==> src/rtl/draw_projectile_multi_pkg.sv <==
// Shared VGA geometry plus projectile coordinate/colour types for the multi-projectile overlay.
// Screen coordinates are 13-bit signed so mirrored positions can fall left of / above the screen.
package draw_projectile_multi_pkg;

    localparam int HOR_PIXELS = 800;
    localparam int VER_PIXELS = 600;

    typedef logic [11:0]        proj_pos_t;
    typedef logic signed [12:0] scr_coord_t;
    typedef logic [11:0]        rgb_t;

    localparam rgb_t DEFAULT_PROJ_COLOR = 12'hF00;

    function automatic scr_coord_t to_screen(input proj_pos_t pos, input int extent, input bit mirror);
        scr_coord_t p;
        p = scr_coord_t'({1'b0, pos});
        return mirror ? scr_coord_t'(extent) - p : p;
    endfunction

endpackage

==> src/rtl/vga_if.sv <==
// VGA timing + colour bundle; vga_in is the consumer view, vga_out the producer view.
interface vga_if;
    logic [10:0] hcount;
    logic [10:0] vcount;
    logic        hsync;
    logic        vsync;
    logic        hblnk;
    logic        vblnk;
    logic [11:0] rgb;

    modport vga_in  (input  hcount, vcount, hsync, vsync, hblnk, vblnk, rgb);
    modport vga_out (output hcount, vcount, hsync, vsync, hblnk, vblnk, rgb);
endinterface

==> src/rtl/draw_projectile_multi_proj_slot.sv <==
// One projectile slot: per-frame shadow position/enable, hit-flash counter, registered pixel hit test.
// Latency 1 cycle from hcount/vcount to draw_o/color_o; no backpressure.
module draw_projectile_multi_proj_slot
    import draw_projectile_multi_pkg::*;
#(
    parameter int   RECT_SIZE    = 30,
    parameter bit   MIRROR       = 1'b1,
    parameter rgb_t PROJ_COLOR   = DEFAULT_PROJ_COLOR,
    parameter rgb_t FLASH_COLOR  = 12'hFFF,
    parameter int   FLASH_FRAMES = 8
) (
    input  logic        clk,
    input  logic        rst,
    input  logic        frame_start_i,
    input  proj_pos_t   x_pos_i,
    input  proj_pos_t   y_pos_i,
    input  logic        active_i,
    input  logic        hit_i,
    input  logic [10:0] hcount_i,
    input  logic [10:0] vcount_i,
    output logic        draw_o,
    output rgb_t        color_o
);

    localparam logic signed [13:0] RECT_S     = 14'(RECT_SIZE);
    localparam logic [7:0]         FLASH_LOAD = 8'(FLASH_FRAMES);

    proj_pos_t  x_q, y_q;
    logic       act_q;
    logic [7:0] flash_q;
    logic       draw_q;
    rgb_t       color_q;

    scr_coord_t left, top;
    logic signed [13:0] left_s, top_s, hc_s, vc_s;
    logic in_x, in_y;

    // One extra bit of headroom keeps left+RECT_SIZE from wrapping for large unmirrored positions.
    assign left   = to_screen(x_q, HOR_PIXELS, MIRROR);
    assign top    = to_screen(y_q, VER_PIXELS, MIRROR);
    assign left_s = {left[12], left};
    assign top_s  = {top[12], top};
    assign hc_s   = {3'b000, hcount_i};
    assign vc_s   = {3'b000, vcount_i};
    assign in_x   = (hc_s >= left_s) && (hc_s < left_s + RECT_S);
    assign in_y   = (vc_s >= top_s)  && (vc_s < top_s + RECT_S);

    always_ff @(posedge clk) begin
        if (rst) begin
            x_q     <= '0;
            y_q     <= '0;
            act_q   <= 1'b0;
            flash_q <= '0;
            draw_q  <= 1'b0;
            color_q <= '0;
        end else begin
            if (frame_start_i) begin
                x_q   <= x_pos_i;
                y_q   <= y_pos_i;
                act_q <= active_i;
            end
            if (hit_i) begin
                flash_q <= FLASH_LOAD;
            end else if (frame_start_i && flash_q != 8'd0) begin
                flash_q <= flash_q - 8'd1;
            end
            draw_q  <= act_q & in_x & in_y;
            color_q <= (flash_q != 8'd0) ? FLASH_COLOR : PROJ_COLOR;
        end
    end

    assign draw_o  = draw_q;
    assign color_o = color_q;

endmodule

==> src/rtl/draw_projectile_multi.sv <==
// Overlays N_PROJ square projectiles on the VGA stream; positions latched at each vblank rise.
// Fixed 2-cycle latency on all VGA fields; no backpressure.
module draw_projectile_multi
    import draw_projectile_multi_pkg::*;
#(
    parameter int   N_PROJ       = 4,
    parameter int   RECT_SIZE    = 30,
    parameter bit   MIRROR       = 1'b1,
    parameter rgb_t PROJ_COLOR   = DEFAULT_PROJ_COLOR,
    parameter rgb_t FLASH_COLOR  = 12'hFFF,
    parameter int   FLASH_FRAMES = 8
) (
    input  logic                   clk,
    input  logic                   rst,
    input  proj_pos_t [N_PROJ-1:0] x_pos,
    input  proj_pos_t [N_PROJ-1:0] y_pos,
    input  logic [N_PROJ-1:0]      active,
    input  logic [N_PROJ-1:0]      hit,
    vga_if.vga_in                  vga_in,
    vga_if.vga_out                 vga_out
);

    logic        vblnk_prev_q;
    logic        frame_start;
    logic [10:0] hcount_q, vcount_q;
    logic        hsync_q, vsync_q, hblnk_q, vblnk_q;
    rgb_t        rgb_q, rgb_d;

    logic [N_PROJ-1:0] draw;
    rgb_t              color [N_PROJ];

    assign frame_start = vga_in.vblnk & ~vblnk_prev_q;

    for (genvar i = 0; i < N_PROJ; i++) begin : g_slot
        draw_projectile_multi_proj_slot #(
            .RECT_SIZE    (RECT_SIZE),
            .MIRROR       (MIRROR),
            .PROJ_COLOR   (PROJ_COLOR),
            .FLASH_COLOR  (FLASH_COLOR),
            .FLASH_FRAMES (FLASH_FRAMES)
        ) u_proj_slot (
            .clk           (clk),
            .rst           (rst),
            .frame_start_i (frame_start),
            .x_pos_i       (x_pos[i]),
            .y_pos_i       (y_pos[i]),
            .active_i      (active[i]),
            .hit_i         (hit[i]),
            .hcount_i      (vga_in.hcount),
            .vcount_i      (vga_in.vcount),
            .draw_o        (draw[i]),
            .color_o       (color[i])
        );
    end

    // Walk from highest index down so the lowest-index hit is the final assignment.
    always_comb begin
        rgb_d = rgb_q;
        if (!(hblnk_q || vblnk_q)) begin
            for (int i = N_PROJ - 1; i >= 0; i--) begin
                if (draw[i]) begin
                    rgb_d = color[i];
                end
            end
        end
    end

    always_ff @(posedge clk) begin
        if (rst) begin
            vblnk_prev_q   <= 1'b0;
            hcount_q       <= '0;
            vcount_q       <= '0;
            hsync_q        <= 1'b0;
            vsync_q        <= 1'b0;
            hblnk_q        <= 1'b0;
            vblnk_q        <= 1'b0;
            rgb_q          <= '0;
            vga_out.hcount <= '0;
            vga_out.vcount <= '0;
            vga_out.hsync  <= 1'b0;
            vga_out.vsync  <= 1'b0;
            vga_out.hblnk  <= 1'b0;
            vga_out.vblnk  <= 1'b0;
            vga_out.rgb    <= '0;
        end else begin
            vblnk_prev_q   <= vga_in.vblnk;
            hcount_q       <= vga_in.hcount;
            vcount_q       <= vga_in.vcount;
            hsync_q        <= vga_in.hsync;
            vsync_q        <= vga_in.vsync;
            hblnk_q        <= vga_in.hblnk;
            vblnk_q        <= vga_in.vblnk;
            rgb_q          <= vga_in.rgb;
            vga_out.hcount <= hcount_q;
            vga_out.vcount <= vcount_q;
            vga_out.hsync  <= hsync_q;
            vga_out.vsync  <= vsync_q;
            vga_out.hblnk  <= hblnk_q;
            vga_out.vblnk  <= vblnk_q;
            vga_out.rgb    <= rgb_d;
        end
    end

endmodule

==> src/flat_wrapper.sv <==
// flat-port wrapper written by rule: the top's interface ports become plain ports
module draw_projectile_multi_flat import draw_projectile_multi_pkg::*;
#(
    parameter int   N_PROJ       = 4,
    parameter int   RECT_SIZE    = 30,
    parameter bit   MIRROR       = 1'b1,
    parameter rgb_t PROJ_COLOR   = DEFAULT_PROJ_COLOR,
    parameter rgb_t FLASH_COLOR  = 12'hFFF,
    parameter int   FLASH_FRAMES = 8
)
  (clk, rst, x_pos, y_pos, active, hit, vga_in_hcount, vga_in_vcount, vga_in_hsync, vga_in_vsync, vga_in_hblnk, vga_in_vblnk, vga_in_rgb, vga_out_hcount, vga_out_vcount, vga_out_hsync, vga_out_vsync, vga_out_hblnk, vga_out_vblnk, vga_out_rgb);
  vga_if vga_in_i ();
  vga_if vga_out_i ();
  input  logic clk;
  input  logic rst;
  input  proj_pos_t [N_PROJ-1:0] x_pos;
  input  proj_pos_t [N_PROJ-1:0] y_pos;
  input  logic [N_PROJ-1:0] active;
  input  logic [N_PROJ-1:0] hit;
  input wire logic [$bits(vga_in_i.hcount)-1:0] vga_in_hcount;
  input wire logic [$bits(vga_in_i.vcount)-1:0] vga_in_vcount;
  input wire logic [$bits(vga_in_i.hsync)-1:0] vga_in_hsync;
  input wire logic [$bits(vga_in_i.vsync)-1:0] vga_in_vsync;
  input wire logic [$bits(vga_in_i.hblnk)-1:0] vga_in_hblnk;
  input wire logic [$bits(vga_in_i.vblnk)-1:0] vga_in_vblnk;
  input wire logic [$bits(vga_in_i.rgb)-1:0] vga_in_rgb;
  output wire logic [$bits(vga_out_i.hcount)-1:0] vga_out_hcount;
  output wire logic [$bits(vga_out_i.vcount)-1:0] vga_out_vcount;
  output wire logic [$bits(vga_out_i.hsync)-1:0] vga_out_hsync;
  output wire logic [$bits(vga_out_i.vsync)-1:0] vga_out_vsync;
  output wire logic [$bits(vga_out_i.hblnk)-1:0] vga_out_hblnk;
  output wire logic [$bits(vga_out_i.vblnk)-1:0] vga_out_vblnk;
  output wire logic [$bits(vga_out_i.rgb)-1:0] vga_out_rgb;
  assign vga_in_i.hcount = vga_in_hcount;
  assign vga_in_i.vcount = vga_in_vcount;
  assign vga_in_i.hsync = vga_in_hsync;
  assign vga_in_i.vsync = vga_in_vsync;
  assign vga_in_i.hblnk = vga_in_hblnk;
  assign vga_in_i.vblnk = vga_in_vblnk;
  assign vga_in_i.rgb = vga_in_rgb;
  assign vga_out_hcount = vga_out_i.hcount;
  assign vga_out_vcount = vga_out_i.vcount;
  assign vga_out_hsync = vga_out_i.hsync;
  assign vga_out_vsync = vga_out_i.vsync;
  assign vga_out_hblnk = vga_out_i.hblnk;
  assign vga_out_vblnk = vga_out_i.vblnk;
  assign vga_out_rgb = vga_out_i.rgb;
  draw_projectile_multi #(.N_PROJ(N_PROJ), .RECT_SIZE(RECT_SIZE), .MIRROR(MIRROR), .PROJ_COLOR(PROJ_COLOR), .FLASH_COLOR(FLASH_COLOR), .FLASH_FRAMES(FLASH_FRAMES)) u_core (.clk(clk), .rst(rst), .x_pos(x_pos), .y_pos(y_pos), .active(active), .hit(hit), .vga_in(vga_in_i), .vga_out(vga_out_i));
endmodule
==> config.mk <==
export PLATFORM = sky130hd
export DESIGN_NAME = draw_projectile_multi_flat
export DESIGN_NICKNAME = d
export VERILOG_FILES = /design/src/rtl/draw_projectile_multi_pkg.sv /design/src/rtl/vga_if.sv /design/src/rtl/draw_projectile_multi_proj_slot.sv /design/src/rtl/draw_projectile_multi.sv /design/src/flat_wrapper.sv
export SDC_FILE = /design/constraint.sdc
export NUM_CORES = 1
export LEC_CHECK = 0
export ABC_AREA = 1
export CAP_MARGIN = 30
export CORE_MARGIN = 2
export CORE_UTILIZATION = 53
export DETAILED_ROUTE_END_ITERATION = 10
export PLACE_DENSITY = 0.88
export SYNTH_ARGS = -nofsm -noshare
export SYNTH_HDL_FRONTEND = slang
export SYNTH_HIERARCHICAL = 1
export SYNTH_SLANG_ARGS = --single-unit
export TNS_END_PERCENT = 1
==> constraint.sdc <==
create_clock -name clk -period 2.36 [get_ports clk]
set_input_delay 0.708 -clock clk [delete_from_list [all_inputs] [get_ports clk]]
set_output_delay 0.708 -clock clk [all_outputs]
set_load 0.03 [all_outputs]
==> results.tsv <==
stage	metric	value	unit
status	outcome	finished, violations left	
status	violated checks	setup timing	
routing	Pre-antenna DRT Iters	8	
yosys	synthesized area per cell	6.819	um2
clocking	clock tree buffer depth	3	
final_layout	area grow syn2layout	31.71	%
sta	worst-margin pin slew	0.8299	ns
final_layout	Nets	3150	
yosys	mapped cell area	16540	um2
yosys	Yosys reg bits	220	
yosys	Netlist cell types	34	
placed_design	IO buf count	181	
routing	final antenna-violating net count	0	
final_layout	fin area	21790	um2
global_routing	gr usage total	27.42	%
sta	final-report max-slew violation count	0	
yosys	area leader, netlist	dfxtp_1	
yosys	largest cells by area after synthesis	dfxtp_1 (27%), ha_1 (15%), nand2_1 (10%), a21oi_1 (7.5%), inv_1 (7.4%)	
routing	WL/cell	14.59	um
sta	Worst Clk Skew	0.01472	ns
yosys	post-synthesis sequential area ratio	26.62	%
clocking	clock buffer count from CTS	25	
yosys	Primary FF master, synth	dfxtp_1	
clocking	Root Driver	clkbuf_16	
yosys	top cells by count, synth	nand2_1 (455), inv_1 (326), a21oi_1 (248)	
global_routing	busiest layer in global routing	met2	
final_layout	post-layout util	71.05	%
global_routing	first-pass GRT wire length	75930	um
global_routing	met3 Use GR	3.779	%
placed_design	Placed Cells	3167	
yosys	syn nets	2762	
yosys	Post-synth ARST share	0	%
yosys	most common cell in the netlist	nand2_1	
sta	worst rel slew slack	44.60	%
sta	Final setup viols	4	
final_layout	Post-Layout Cell Count	3229	
sta	Tcrit/Tclk final	116.0	%
global_routing	met2 track demand over resource	48.64	%
yosys	Synth top area share	26.62	%
pwr	Peak VDD IR	0.5449	mV
global_routing	number of global-route vias before repair	16700	
floorplanning	FP Rows	64	
placed_design	placed inst area	20540	um2
sta	Final Hold Fails	0	
yosys	Gate Count Post-Synth	2426	
sta	setup repair after global routing missed its margin	true	
routing	routed vias/inst	5.349	
clocking	CTS hold repair buffers	0	
setup_path	Req. time, crit path	2.86	ns
final_layout	n_diodes	0	
global_routing	largest net degree at the start of global routing	48	
pwr	Power Dens Cells	601.8	nW/um2
placed_design	DP HPWL	35370	um
setup_path	Startpoint Class	register	
clocking	Clk pin slew, worst setup/hold paths	0.07	ns
pwr	P_leak	10.53	nW
floorplanning	Die Wd	180.7	um
routing	1st-iter DRT viols	1268	
global_routing	grt ovf	0	
global_routing	initial antenna violation count	0	
sta	Setup WS post-layout	-0.3771	ns
floorplanning	core footprint	30670	um2
routing	DRC	0	
sta	Max Freq	365.3	MHz
final_layout	share of post-route cells with drive strength above 1	23.12	%
clocking	TritonCTS clock tree	yes	
setup_path	CP Class	register to register	
yosys	Synth Warn #	6	
clocking	H-tree levels	1	
routing	drt total wl	47120	um
floorplanning	Die ar.	32640	um2
hold_path	hold crit path type	register to register	
clocking	Worst-Skew Late Latency	0.56	ns
clocking	clock sinks	220	
placed_design	GPL Wtd Cong	0.9845	
setup_path	Setup crit end kind	register	
job	Max Cap Violations	0	
floorplanning	Top Ports	182	
setup_path	crit-path max FO	3	
pwr	total power	0.01311	W
floorplanning	Starting Density	53.94	%
setup_path	Crit path arrival time	3.24	ns
global_routing	grt met1 use	33.52	%
routing	via count	17270	
yosys	EDFF count, synth	0	
sta	minimum clock period	2.737	ns
floorplanning	Chip Height	180.7	um
final_layout	fillers	2309	
-- report_power, final --
group / total [W] / leakage (nW) / internal (W) / switching, W
combinational: 0.00513 / 8.31 / 0.00229 / 0.00284
clock: 0.00383 / 0.393 / 0.00214 / 0.00169
sequential: 0.00416 / 1.82 / 0.00396 / 0.000196
total: 0.0131 / 10.5 / 0.00839 / 0.00472
-- registers in the layout, summed over array words and instances, names as in the netlist, 12 cells and up --
name,cells
u_core/rgb_q,12
u_core/g_slot.u_proj_slot/x_q,48
u_core/vga_out.rgb,12
u_core/g_slot.u_proj_slot/y_q,48
u_core/g_slot.u_proj_slot/flash_q,32
-- critical path: stages (launching register included) --
cell      delay, ns
dfxtp_2        0.33
inv_2          0.08
ha_4           0.14
buf_6          0.10
nand2_8        0.06
nor2_4         0.13
nand2_2        0.09
nand2_2        0.07
nand2_2        0.06
nand2_4        0.11
nand2_4        0.06
nor2_4         0.11
xor2_1         0.17
ha_1           0.28
nand2_2        0.10
nor2_2         0.05
a211oi_2       0.19
nand2_1        0.08
a21o_1         0.19
nand2_2        0.08
nand3_2        0.08
nor2_2         0.11
-- stage by stage --
step	setup WS, ns	hold WS [ns]	TNS [ns]
floorplan	-0.0008833	0.3883	-0.002650
global route	-0.5067	0.4164	-1.748
CTS	-0.2626	0.4028	-0.9560
detailed placement	-0.4719	0.3935	-2.524
global placement	-0.3700	0.3897	-1.839
finish	-0.3771	0.4010	-1.136
-- kinds of logic after synthesis --
kind of cell / Yosys count / synth area share (%)
adders and majority gates: 192 / 14.52
DFF: 220 / 26.62
xor gates and xnor gates: 64 / 3.388
and+or+nand+nor: 1030 / 29.06
buffers and inverters: 480 / 12.01
AOI/OAI and AO/OA: 440 / 14.40
-- path summary, 6_finish.rpt --
| kind | depth (start not counted) | slack (ns) | endpoint | startpoint |
|---|---|---|---|---|
| worst max-delay path | 21 | -0.38 | u_core/g_slot[1].u_proj_slot/draw_o | u_core/g_slot[1].u_proj_slot/x_q[0] |
| worst min register to register | 2 | 0.40 | u_core/vga_out.hcount[5] | u_core/hcount_q[5] |
| worst max register to register | 21 | -0.38 | u_core/g_slot[1].u_proj_slot/draw_o | u_core/g_slot[1].u_proj_slot/x_q[0] |
| worst min-delay path | 2 | 0.40 | u_core/vga_out.hcount[5] | u_core/hcount_q[5] |
-- cell usage in the layout, fill, tap and decap left out, types with 6 or more instances in the layout --
master	n
a21oi_1	242
a21oi_2	18
buf_12	13
buf_4	253
clkbuf_16	25
clkdlybuf4s50_1	179
dfxtp_1	212
dfxtp_2	8
ha_1	174
ha_2	8
ha_4	10
inv_1	312
inv_2	78
nand2_1	430
nand2_2	107
nand2_4	15
nand3_1	156
nand3_2	30
nand4_1	28
nor2_1	184
nor2_2	32
nor2_4	17
nor3_1	20
o21ai_0	130
o21ai_1	13
o221ai_1	6
xnor2_1	11
xor2_1	44
-- cell type report --
cell class / count / area, um2 / share of cell area, %
clock buffers: 35 / 713.2 / 3.273
multi-input cells: 1726 / 10620 / 48.75
repair buffers: 447 / 3971 / 18.23
inverters: 394 / 1479 / 6.787
flip-flops and latches: 220 / 4414 / 20.26
clock inverters: 11 / 93.84 / 0.4307
well taps: 396 / 495.5 / 2.274
-- per-layer routing --
layer | routed length [um] | part of all wire (%)
met1 | 19670 | 42
met2 | 22660 | 48
met3 | 3010 | 6.4
met4 | 1786 | 3.8
met5 | 0 | 0
-- timing repair --
action | in CTS | in global routing
resized for setup | 25 | 56
pin swaps | 22 | 37
endpoints found under the setup margin | 5 | 4
hold endpoints to repair | 0 | 0
setup buffers | 8 | 8
(Power assumes the default switching activity.)
